**config.mk**
```make
export PLATFORM = sky130hd
export DESIGN_NAME = tristate_shift_driver
export DESIGN_NICKNAME = d
export VERILOG_FILES = /design/src/rtl/tristate_drv_pkg.sv /design/src/rtl/tristate_shift_driver.sv
export SDC_FILE = /design/constraint.sdc
export NUM_CORES = 1
export LEC_CHECK = 0
export ABC_AREA = 0
export CAP_MARGIN = 20
export CORE_UTILIZATION = 43
export DETAILED_ROUTE_END_ITERATION = 7
export PLACE_DENSITY = 0.72
export RECOVER_POWER = 100
export SETUP_SLACK_MARGIN = 0.15
export SYNTH_ARGS = -nofsm -noshare
export SYNTH_HDL_FRONTEND = slang
export SYNTH_SLANG_ARGS = --single-unit
```
**constraint.sdc**
```tcl
create_clock -name CLK -period 6.6 [get_ports CLK]
set_input_delay 0.66 -clock CLK [delete_from_list [all_inputs] [get_ports CLK]]
set_output_delay 0.66 -clock CLK [all_outputs]
set_load 0.05 [all_outputs]
```
**src/rtl/tristate_drv_pkg.sv**
```systemverilog
// tristate_drv_pkg
//   Shared definitions for tristate_shift_driver: the FSM state encoding
//   and the sizing function for the per-state cycle counter.
package tristate_drv_pkg;

   typedef enum logic [1:0] {
      IDLE  = 2'd0,
      LEAD  = 2'd1,
      SHIFT = 2'd2,
      TURN  = 2'd3
   } drv_state_t;

   // Counter width large enough to hold the longest state length
   // (max of preamble, data and turnaround cycle counts) without wrapping.
   function automatic int cnt_width(input int width, input int lead_cyc,
                                    input int turn_cyc);
      int m;
      m = width;
      if (lead_cyc > m) m = lead_cyc;
      if (turn_cyc > m) m = turn_cyc;
      return $clog2(m + 1);
   endfunction

endpackage

```
**src/rtl/tristate_shift_driver.sv**
```systemverilog
// tristate_shift_driver
//   Serialises a parallel word onto a bidirectional pad through an external
//   tri-state buffer: a drive-high preamble, the word LSB first, then a
//   released turnaround before the next word may be accepted.
//
// Parameters
//   WIDTH     data word width (>= 2)
//   LEAD_CYC  drive-high preamble cycles before data (>= 1)
//   TURN_CYC  released turnaround cycles after each word (>= 0)
//
// Ports
//   CLK        clock, rising edge
//   RST_N      asynchronous active-low reset
//   DIN        parallel word to transmit
//   DIN_VALID  DIN holds a valid word
//   DIN_READY  word accepted on this edge if DIN_VALID is also high
//   ABORT      terminate the current transfer (LEAD/SHIFT only)
//   O          serial data to the buffer data input (registered)
//   T          buffer enable, 1 = released / high-Z (registered)
//   BUSY       transfer or turnaround in progress (registered)
//   DONE       one-cycle pulse after the last data bit (registered)
module tristate_shift_driver
   import tristate_drv_pkg::*;
#(
   parameter int WIDTH    = 8,
   parameter int LEAD_CYC = 1,
   parameter int TURN_CYC = 2
) (
   input  logic             CLK,
   input  logic             RST_N,
   input  logic [WIDTH-1:0] DIN,
   input  logic             DIN_VALID,
   output logic             DIN_READY,
   input  logic             ABORT,
   output logic             O,
   output logic             T,
   output logic             BUSY,
   output logic             DONE
);

   localparam int CW = cnt_width(WIDTH, LEAD_CYC, TURN_CYC);

   localparam logic [CW-1:0] LEAD_LAST  = CW'(LEAD_CYC - 1);
   localparam logic [CW-1:0] SHIFT_LAST = CW'(WIDTH - 1);
   localparam logic [CW-1:0] TURN_LAST  = CW'((TURN_CYC > 0) ? TURN_CYC - 1 : 0);

   // With no turnaround the TURN state is skipped entirely.
   localparam drv_state_t AFTER_SHIFT = (TURN_CYC > 0) ? TURN : IDLE;
   localparam logic       BUSY_AFTER  = (TURN_CYC > 0);

   drv_state_t       state, state_nxt;
   logic [CW-1:0]    cnt, cnt_nxt;
   logic [WIDTH-1:0] shreg, shreg_nxt;
   logic             o_nxt, t_nxt, busy_nxt, done_nxt;

   assign DIN_READY = (state == IDLE) && !ABORT;

   // Outputs are computed for the state being entered, then registered, so
   // O/T/BUSY/DONE always line up with the state they describe.
   always_comb begin
      state_nxt = state;
      cnt_nxt   = cnt;
      shreg_nxt = shreg;
      o_nxt     = 1'b0;
      t_nxt     = 1'b1;
      busy_nxt  = 1'b0;
      done_nxt  = 1'b0;

      unique case (state)
         IDLE: begin
            if (DIN_VALID && DIN_READY) begin
               state_nxt = LEAD;
               cnt_nxt   = '0;
               shreg_nxt = DIN;
               o_nxt     = 1'b1;
               t_nxt     = 1'b0;
               busy_nxt  = 1'b1;
            end
         end

         LEAD: begin
            if (ABORT) begin
               state_nxt = AFTER_SHIFT;
               cnt_nxt   = '0;
               shreg_nxt = '0;
               busy_nxt  = BUSY_AFTER;
            end else begin
               t_nxt    = 1'b0;
               busy_nxt = 1'b1;
               if (cnt == LEAD_LAST) begin
                  // First data bit goes out in the first SHIFT cycle.
                  state_nxt = SHIFT;
                  cnt_nxt   = '0;
                  o_nxt     = shreg[0];
                  shreg_nxt = shreg >> 1;
               end else begin
                  cnt_nxt = cnt + CW'(1);
                  o_nxt   = 1'b1;
               end
            end
         end

         SHIFT: begin
            if (ABORT) begin
               state_nxt = AFTER_SHIFT;
               cnt_nxt   = '0;
               shreg_nxt = '0;
               busy_nxt  = BUSY_AFTER;
            end else if (cnt == SHIFT_LAST) begin
               state_nxt = AFTER_SHIFT;
               cnt_nxt   = '0;
               busy_nxt  = BUSY_AFTER;
               done_nxt  = 1'b1;
            end else begin
               cnt_nxt   = cnt + CW'(1);
               o_nxt     = shreg[0];
               shreg_nxt = shreg >> 1;
               t_nxt     = 1'b0;
               busy_nxt  = 1'b1;
            end
         end

         TURN: begin
            // ABORT is deliberately ignored here: the pad is already released.
            if (cnt == TURN_LAST) begin
               state_nxt = IDLE;
               cnt_nxt   = '0;
            end else begin
               cnt_nxt  = cnt + CW'(1);
               busy_nxt = 1'b1;
            end
         end

         default: begin
            state_nxt = IDLE;
            cnt_nxt   = '0;
         end
      endcase
   end

   always_ff @(posedge CLK or negedge RST_N) begin
      if (!RST_N) begin
         state <= IDLE;
         cnt   <= '0;
         shreg <= '0;
         O     <= 1'b0;
         T     <= 1'b1;
         BUSY  <= 1'b0;
         DONE  <= 1'b0;
      end else begin
         state <= state_nxt;
         cnt   <= cnt_nxt;
         shreg <= shreg_nxt;
         O     <= o_nxt;
         T     <= t_nxt;
         BUSY  <= busy_nxt;
         DONE  <= done_nxt;
      end
   end

endmodule

```
==> results.cfg, run 1 <==
[global_routing]
track_usage_pct = 17.5
grt_pass1_vias = 771
grt_pass1_wl_um = 3420
antenna_found_initial = 0
grt_max_degree = 19
overflow = 0

[route]
vias_per_cell = 5.47
top_layer = met4
drc = 0
met1_length_um = 990
antenna_left = 0
wl_per_cell_um = 13.8
drt-pass1-iter-count = 4
drtIter0Drc = 17
vias = 864
met3_length_um = 66
wl_um = 2180
wl_met2_um = 1100

[timing]
maxSlewHeadroom_pct = 37.1
finalCriticalPeriod_ns = 3.10
fin_setup_tns_ns = 0
fmax_mhz = 322
hold_violations = 0
worst_slack_ns = 3.50
finalCritPeriodShare_pct = 47.0
setup_viol = 0
maxSlewViolCount = 0
worstMarginPinSlew_ns = 0.943
clock_skew_ns = 0.00885
rsz0062_at_grt = no

[setup_path]
path_class = in2out
max_stage_delay_ns = 0.91
crit_path_start = ABORT
path_common_cell = dlygate4sd3_1
path_cells = dlygate4sd3_1 -> nor2b_1 -> dlygate4sd3_1
worstPathMaxFanout = 8
endpoint_kind = output port
start_kind = input pin
arrival_ns = 2.44
crit_buf_inv = 2
crit_required_ns = 5.94
cp_top_family = buffers and inverters
critPathSlowestCell = dlygate4sd3_1
rr_startpoint = cnt[0]

[outcome]
status = finished clean

[placement]
port_buffers = 16
dp_hpwl_um = 1600
placed_cell_area_um2 = 1290
dpl_worst_slack_ns = 3.68
gp_congestion = 0.946

[finish]
drive_gt1_share_pct = 6.25
diodes = 0
seq_area_um2 = 452
final.fill_count = 227
stdcell_area_um2 = 1290
fin_nets = 150
multi_input_area_um2 = 568
area_growth_pct = 16.8

[clock_network]
cts_tree = built
clkSlewWorstSetupHoldPaths_ns = 0.10
ctsHoldBuffers = 0
cts_made_buffers = 3
clock_path_buffers = 2
clock_latency_ns = 0.30
cts_resized = 0
cts_root_buf = clkbuf_4
cts_setup_buffers = 0
cts_sinks = 18
cts_htree_levels = 1

[power]
power_density_nw_per_um2 = 443
ir_worst_vdd_mv = 0.252
p_leak_nw = 0.607

[floorplanning]
dieArea_um2 = 2790
pin_count = 17
initial_utilization_pct = 45.2
rows = 18
coreArea_um2 = 2450
fp.dieH_um = 52.8
die_x_um = 52.8

[logic_synthesis]
synth_area_leaders = dfrtp_1 38%, mux2_4 11%, ha_1 10%, o21ai_0 4.5%, inv_1 3.7%
syn_area_um2 = 1110
synth_top_area_share_pct = 38.4
avgSynthCellArea_um2 = 10.1
yosysWarnings = 0
yosys.area.top_type = dfrtp_1
ys_seq_elements = 18
synth_cell_types = 34
synthCells = 110
synth_nets = 131
ys_seq_area_share_pct = 40.7

[min_path]
hold_class = reg2reg
hold_start = shreg[7]

[job]
cap_violations = 0
-- metrics by stage --
step	hold slack, ns	util [%]	power (mW)	std cells
after global placement	0.493	52.6	0.544	154
final	0.508	52.8	0.574	158
after detailed placement	0.500	52.6	0.556	154
after floorplan	0.364	-	0.478	110
after CTS	0.527	54.1	0.629	158
after global routing	0.529	52.8	0.617	158
-- synthesized netlist by cell type, drive strengths merged --
cell / n
dfrtp: 17
dfstp: 1
a31oi: 1
inv: 11
nor3: 2
o31ai: 1
o21ai: 10
o41ai: 1
a21oi: 6
ha: 9
nand2b: 2
and3b: 1
a222oi: 1
mux2: 8
and2b: 1
nand2: 11
o2111a: 1
or3b: 2
clkbuf: 1
a32oi: 1
nor2: 4
o22ai: 1
or4: 2
a31o: 1
nor2b: 6
buf: 1
o211ai: 1
and2: 3
nand3b: 2
a211oi: 1
-- flip-flops by register name (all words and copies together) (netlist names) --
register  count
T             1
DONE          1
O             1
shreg         8
state         2
BUSY          1
cnt           4
-- final cells by class --
cell class                      instances  area share [%]
Clock buffer                            4            2.80
Tap cell                               30            2.90
Sequential cell                        18            34.9
Multi-Input combinational cell         79            43.9
Inverter                               11            3.19
Timing Repair Buffer                   16            12.4
-- where the power goes --
part	switching, mW	leakage (nW)	total (mW)	internal [mW]
Combinational	0.190	0.357	0.322	0.132
Sequential	0.0262	0.229	0.183	0.156
Clock	0.0361	0.0210	0.0697	0.0336
Total	0.252	0.607	0.574	0.322
-- worst paths after layout --
path	endpoint	slack (ns)	depth (start not counted)
hold reg to reg	shreg[7]	0.51	1
setup / recovery	DIN_READY	3.50	3
setup reg to reg	shreg[3]	4.07	6
hold / removal	shreg[7]	0.51	1
max in group asynchronous	shreg[7]	5.19	1
min in group asynchronous	shreg[3]	0.89	1
-- cell usage in the layout, fill, tap and decap left out, drive strengths merged, types with 2 or more instances in the layout --
cell type	count
a21oi	6
and2	3
clkbuf	4
clkdlybuf4s50	9
dfrtp	17
dlygate4sd3	7
ha	9
inv	11
mux2	8
nand2	11
nand2b	2
nand3b	2
nor2	4
nor2b	6
nor3	2
o21ai	10
or3b	2
or4	2
-- kinds of logic (layout without fill, tap and decap cells) --
logic type | Yosys count | after routing | share of synthesized area, %
flops | 18 | 18 | 40.7
compound gates | 26 | 26 | 14.7
buf+inv | 13 | 31 | 5.08
mux | 8 | 8 | 10.8
simple gates | 36 | 36 | 18.5
fa+ha+maj | 9 | 9 | 10.2
-- layer usage --
metal | global-route usage, % | up-vias
met5 | 0 | -
met4 | 11.0 | 0
met3 | 2.90 | 4
met2 | 27.6 | 18
met1 | 21.8 | 421
li1 | - | 421
Note: power is estimated with default switching activity, not from simulation.
==> run 2: changes to the inputs <==
==> constraint.sdc (replaced) <==
create_clock -name CLK -period 3 [get_ports CLK]
set_input_delay 0.3 -clock CLK [delete_from_list [all_inputs] [get_ports CLK]]
set_output_delay 0.3 -clock CLK [all_outputs]
set_load 0.05 [all_outputs]
==> run 2 against run 1 <==
  * Combinational power rose by 120%
  * Worst hold slack got worse by 0.018 ns
  * Global-route usage rose by 0.18 points
  * Register-to-register slack got worse by 3.6 ns
  * Design area rose by 0.29%
  * Setup slack got worse by 3.1 ns
  * Final cell count rose by 0.63%
  * Wire length fell by 1.2%
  * Power rose by 120%
  * Sequential cell count did not move
  * Non-clock buffer count rose by 1
  * Via count fell by 3.8%
  * Largest power group unchanged
  * Highest routed layer unchanged
==> results.cfg, run 2 (synthesis gave the netlist of run 1 again) <==
[setup_path]
worstPathMaxFanout = 5
r2r_end = shreg[6]
crit_path_start = state[0]
rr_worst_depth = 6
start_kind = register
crit_required_ns = 2.70
rr_startpoint = cnt[0]
arrival_ns = 2.27
path_class = reg2out
worst-r2r-setup-slack_ns = 0.52
endpoint_kind = output port

[finish]
largest-register = shreg
layout_common_cells = 17 x dfrtp_1, 11 x inv_1, 11 x nand2_1
layout_commonest_cell = dfrtp_1
drive_gt1_share_pct = 6.20
largest_registers = shreg: 8 flops, cnt: 4 flops, state: 2 flops
fin_nets = 151
largest_reg_flops = 8
area_growth_pct = 17.2
final.fill_count = 226
diodes = 0
fin_cells = 159
postLayoutCoreUtil_pct = 52.9

[route]
drt-pass1-iter-count = 4
top_layer = met4
met1_length_um = 1040
met3_length_um = 74
vias_per_cell = 5.23
wl_met2_um = 1010
drc = 0
drtIter0Drc = 9
wl_um = 2160
wl_per_cell_um = 13.6
vias = 831
antenna_left = 0

[global_routing]
overflow = 0
antenna_found_initial = 0
track_usage_pct = 17.7
grt_max_degree = 19
grt_pass1_wl_um = 3440
grt_pass1_vias = 764

[timing]
fmax_mhz = 389
rsz0062_at_grt = no
maxSlewHeadroom_pct = 48.7
hold_violations = 0
worstMarginPinSlew_ns = 0.767
fin_setup_tns_ns = 0
setup_viol = 0
maxSlewViolCount = 0
finalCritPeriodShare_pct = 85.7
clock_skew_ns = 0.0168
finalCriticalPeriod_ns = 2.57

[clock_network]
cts_htree_levels = 1
cts_sinks = 18
cts_setup_buffers = 0
clkSlewWorstSetupHoldPaths_ns = 0.11
ctsHoldBuffers = 0
clock_path_buffers = 2
clock_latency_ns = 0.31
cts_resized = 0
cts_root_buf = clkbuf_4
cts_made_buffers = 3
cts_tree = built

[floorplanning]
fp.dieH_um = 52.8
rows = 18
dieArea_um2 = 2790
coreArea_um2 = 2450
initial_utilization_pct = 45.2
die_x_um = 52.8
pin_count = 17

[placement]
dp_hpwl_um = 1640
port_buffers = 16
gp_congestion = 0.932
dp.cells = 155

[power]
p_leak_nw = 0.608
ir_worst_vdd_mv = 0.604
power_density_nw_per_um2 = 979

[job]
cap_violations = 0

[min_path]
hold_class = in2async

[outcome]
status = finished clean
run 2: area by class of cell:
class | instances | area (µm²) | area share (%)
multi-input combinational | 79 | 568 | 43.7
sequential | 18 | 452 | 34.8
timing repair buffer | 17 | 164 | 12.6
inverter | 11 | 41.3 | 3.18
tap | 30 | 37.5 | 2.89
clock buffer | 4 | 36.3 | 2.79
run 2: metal layers:
| metal | vias to the layer above | track usage (%) |
|---|---|---|
| li1 | 423 | - |
| met5 | - | 0 |
| met1 | 389 | 21.0 |
| met4 | 0 | 6.58 |
| met3 | 5 | 6.09 |
| met2 | 14 | 29.1 |
run 2: stage by stage:
| step | worst slack, ns | total power, mW | hold WS [ns] | area (µm²) |
|---|---|---|---|---|
| floorplan | 0.814 | 1.05 | 0.00441 | 1110 |
| global placement | 0.753 | 1.20 | 0.497 | 1300 |
| detailed placement | 0.685 | 1.25 | 0.495 | 1300 |
| CTS | 0.508 | 1.40 | 0.462 | 1340 |
| global route | 0.319 | 1.37 | 0.540 | 1300 |
| finish | 0.430 | 1.27 | 0.490 | 1300 |
run 2: how the worst max path moves through the flow:
stage	end	depth (start not counted)
after detailed placement	shreg[2]	5
final	DIN_READY	4
after CTS	DIN_READY	4
after global routing	DIN_READY	4
after global placement	shreg[7]	6
after floorplan	shreg[0]	7
run 2: critical path, cell delays in order, from the launching register on:
cell,delay [ns]
dfrtp_1,0.42
inv_1,0.18
ha_1,0.21
nor2b_1,0.25
dlygate4sd3_1,0.91
run 2: where the power goes:
group	internal, mW	switching (mW)	total, mW	leakage [nW]
clock	0.0742	0.0794	0.154	0.0210
sequential	0.344	0.0571	0.402	0.229
combinational	0.294	0.422	0.717	0.358
==> run 3: changes to the inputs <==
--- a/config.mk
+++ b/config.mk
@@ -6,12 +6,12 @@
 export NUM_CORES = 1
 export LEC_CHECK = 0
 export ABC_AREA = 0
-export CAP_MARGIN = 20
+export CAP_MARGIN = 15
 export CORE_UTILIZATION = 43
 export DETAILED_ROUTE_END_ITERATION = 7
 export PLACE_DENSITY = 0.72
 export RECOVER_POWER = 100
-export SETUP_SLACK_MARGIN = 0.15
+export SETUP_SLACK_MARGIN = 0.5
 export SYNTH_ARGS = -nofsm -noshare
 export SYNTH_HDL_FRONTEND = slang
 export SYNTH_SLANG_ARGS = --single-unit
==> run 3 against run 2 <==
  * Non-clock buffer count did not move
  * Setup slack improved by 0.091 ns
  * Clock power barely moved
  * Die area did not move
  * Sequential cell count did not move
  * Sequential power barely moved
  * Wire length rose by 0.19%
  * Worst hold slack barely moved
  * Global-route usage did not move
  * Critical path type is now reg2reg
  * Largest cell class unchanged
  * Highest routed layer unchanged
==> results.cfg, run 3 (synthesis gave the netlist of run 1 again) <==
[finish]
area_growth_pct = 16.6
final.fill_count = 228
largest_reg_flops = 8
stdcell_area_um2 = 1290
largest_registers = shreg: 8 flops, cnt: 4 flops, state: 2 flops
diodes = 0
fin_nets = 151
largest-register = shreg
layout_common_cells = 17 x dfrtp_1, 11 x inv_1, 11 x nand2_1
layout_commonest_cell = dfrtp_1
fin_cells = 159
drive_gt1_share_pct = 6.20

[timing]
maxSlewViolCount = 0
finalCriticalPeriod_ns = 2.48
fmax_mhz = 403
fin_setup_tns_ns = 0
setup_viol = 0
whs_ns = 0.490
finalCritPeriodShare_pct = 82.6
worstMarginPinSlew_ns = 0.766
clock_skew_ns = 0.0164
maxSlewHeadroom_pct = 48.7
hold_violations = 0
rsz0062_at_grt = no

[global_routing]
overflow = 0
antenna_found_initial = 0
track_usage_pct = 17.7
grt_pass1_wl_um = 3440
grt_max_degree = 19
grt_pass1_vias = 764

[setup_path]
endpoint_kind = register
start_kind = register
worstPathMaxFanout = 8
path_class = reg2reg
crit_required_ns = 3.19
arrival_ns = 2.67

[placement]
dp.cells = 155
gp_congestion = 0.932
placed_cell_area_um2 = 1300
dp_hpwl_um = 1640
port_buffers = 16

[route]
vias_per_cell = 5.21
vias = 829
drt-pass1-iter-count = 4
wl_per_cell_um = 13.6
drtIter0Drc = 9
drc = 0
wl_um = 2160
antenna_left = 0

[power]
finalPower_mw = 1.27
p_leak_nw = 0.603
ir_worst_vdd_mv = 0.606
power_density_nw_per_um2 = 982

[clock_network]
ctsHoldBuffers = 0
cts_root_buf = clkbuf_4
clock_path_buffers = 2
cts_resized = 0
cts_sinks = 18
cts_tree = built
cts_setup_buffers = 0
clock_latency_ns = 0.31
cts_htree_levels = 1
clkSlewWorstSetupHoldPaths_ns = 0.11
cts_made_buffers = 3

[floorplanning]
initial_utilization_pct = 45.2
die_x_um = 52.8
dieArea_um2 = 2790
coreArea_um2 = 2450
fp.dieH_um = 52.8
rows = 18
pin_count = 17

[outcome]
status = finished clean

[job]
cap_violations = 0

[min_path]
hold_class = in2async
## run 3: changes by cell type in the layout (fill, tap and decap cells not counted)
cell           delta
clkbuf_1          +1
dlygate4sd3_1     -1
## run 3: path summary, 6_finish.rpt
check | cells after the start | slack (ns) | to | from
worst max-delay path | 6 | 0.52 | shreg[6] | cnt[0]
worst min-delay path | 1 | 0.49 | O | RST_N
worst max register to register | 6 | 0.52 | shreg[6] | cnt[0]
worst min register to register | 1 | 0.50 | shreg[5] | shreg[5]
max in group asynchronous | 1 | 2.01 | cnt[1] | RST_N
min in group CLK | 1 | 0.50 | shreg[5] | shreg[5]
## run 3: per-layer routing
layer,track usage (%),vias to the layer above,wire (µm)
li1,-,423,-
met1,21.0,387,1040
met2,29.1,14,1010
met3,6.09,5,74
met4,6.58,0,34
met5,0,-,0
## run 3: final cells by class
| type | instances | area [µm²] | area share [%] |
|---|---|---|---|
| clock buffer | 4 | 36.3 | 2.81 |
| inverter | 11 | 41.3 | 3.19 |
| multi-input combinational | 79 | 568 | 43.9 |
| sequential | 18 | 452 | 34.9 |
| tap | 30 | 37.5 | 2.90 |
| timing repair buffer | 17 | 158 | 12.2 |
## run 3: worst max-delay path: stages, from the launching register on
cell and delay (ns):
dfrtp_1 0.45, inv_1 0.10, ha_1 0.14, or3b_1 0.35, and2_0 0.20, or4_1 0.74, mux2_1 0.39
## run 3: report_power, final
group / switching (mW) / internal [mW]
combinational: 0.422 / 0.291
clock: 0.0793 / 0.0742
sequential: 0.0571 / 0.344
total: 0.559 / 0.710
## run 3: metrics by stage
step,util (%),worst slack (ns)
floorplan,-,0.814
global placement,52.9,0.753
detailed placement,52.9,0.685
CTS,54.4,0.508
global route,52.7,0.409
finish,52.7,0.521
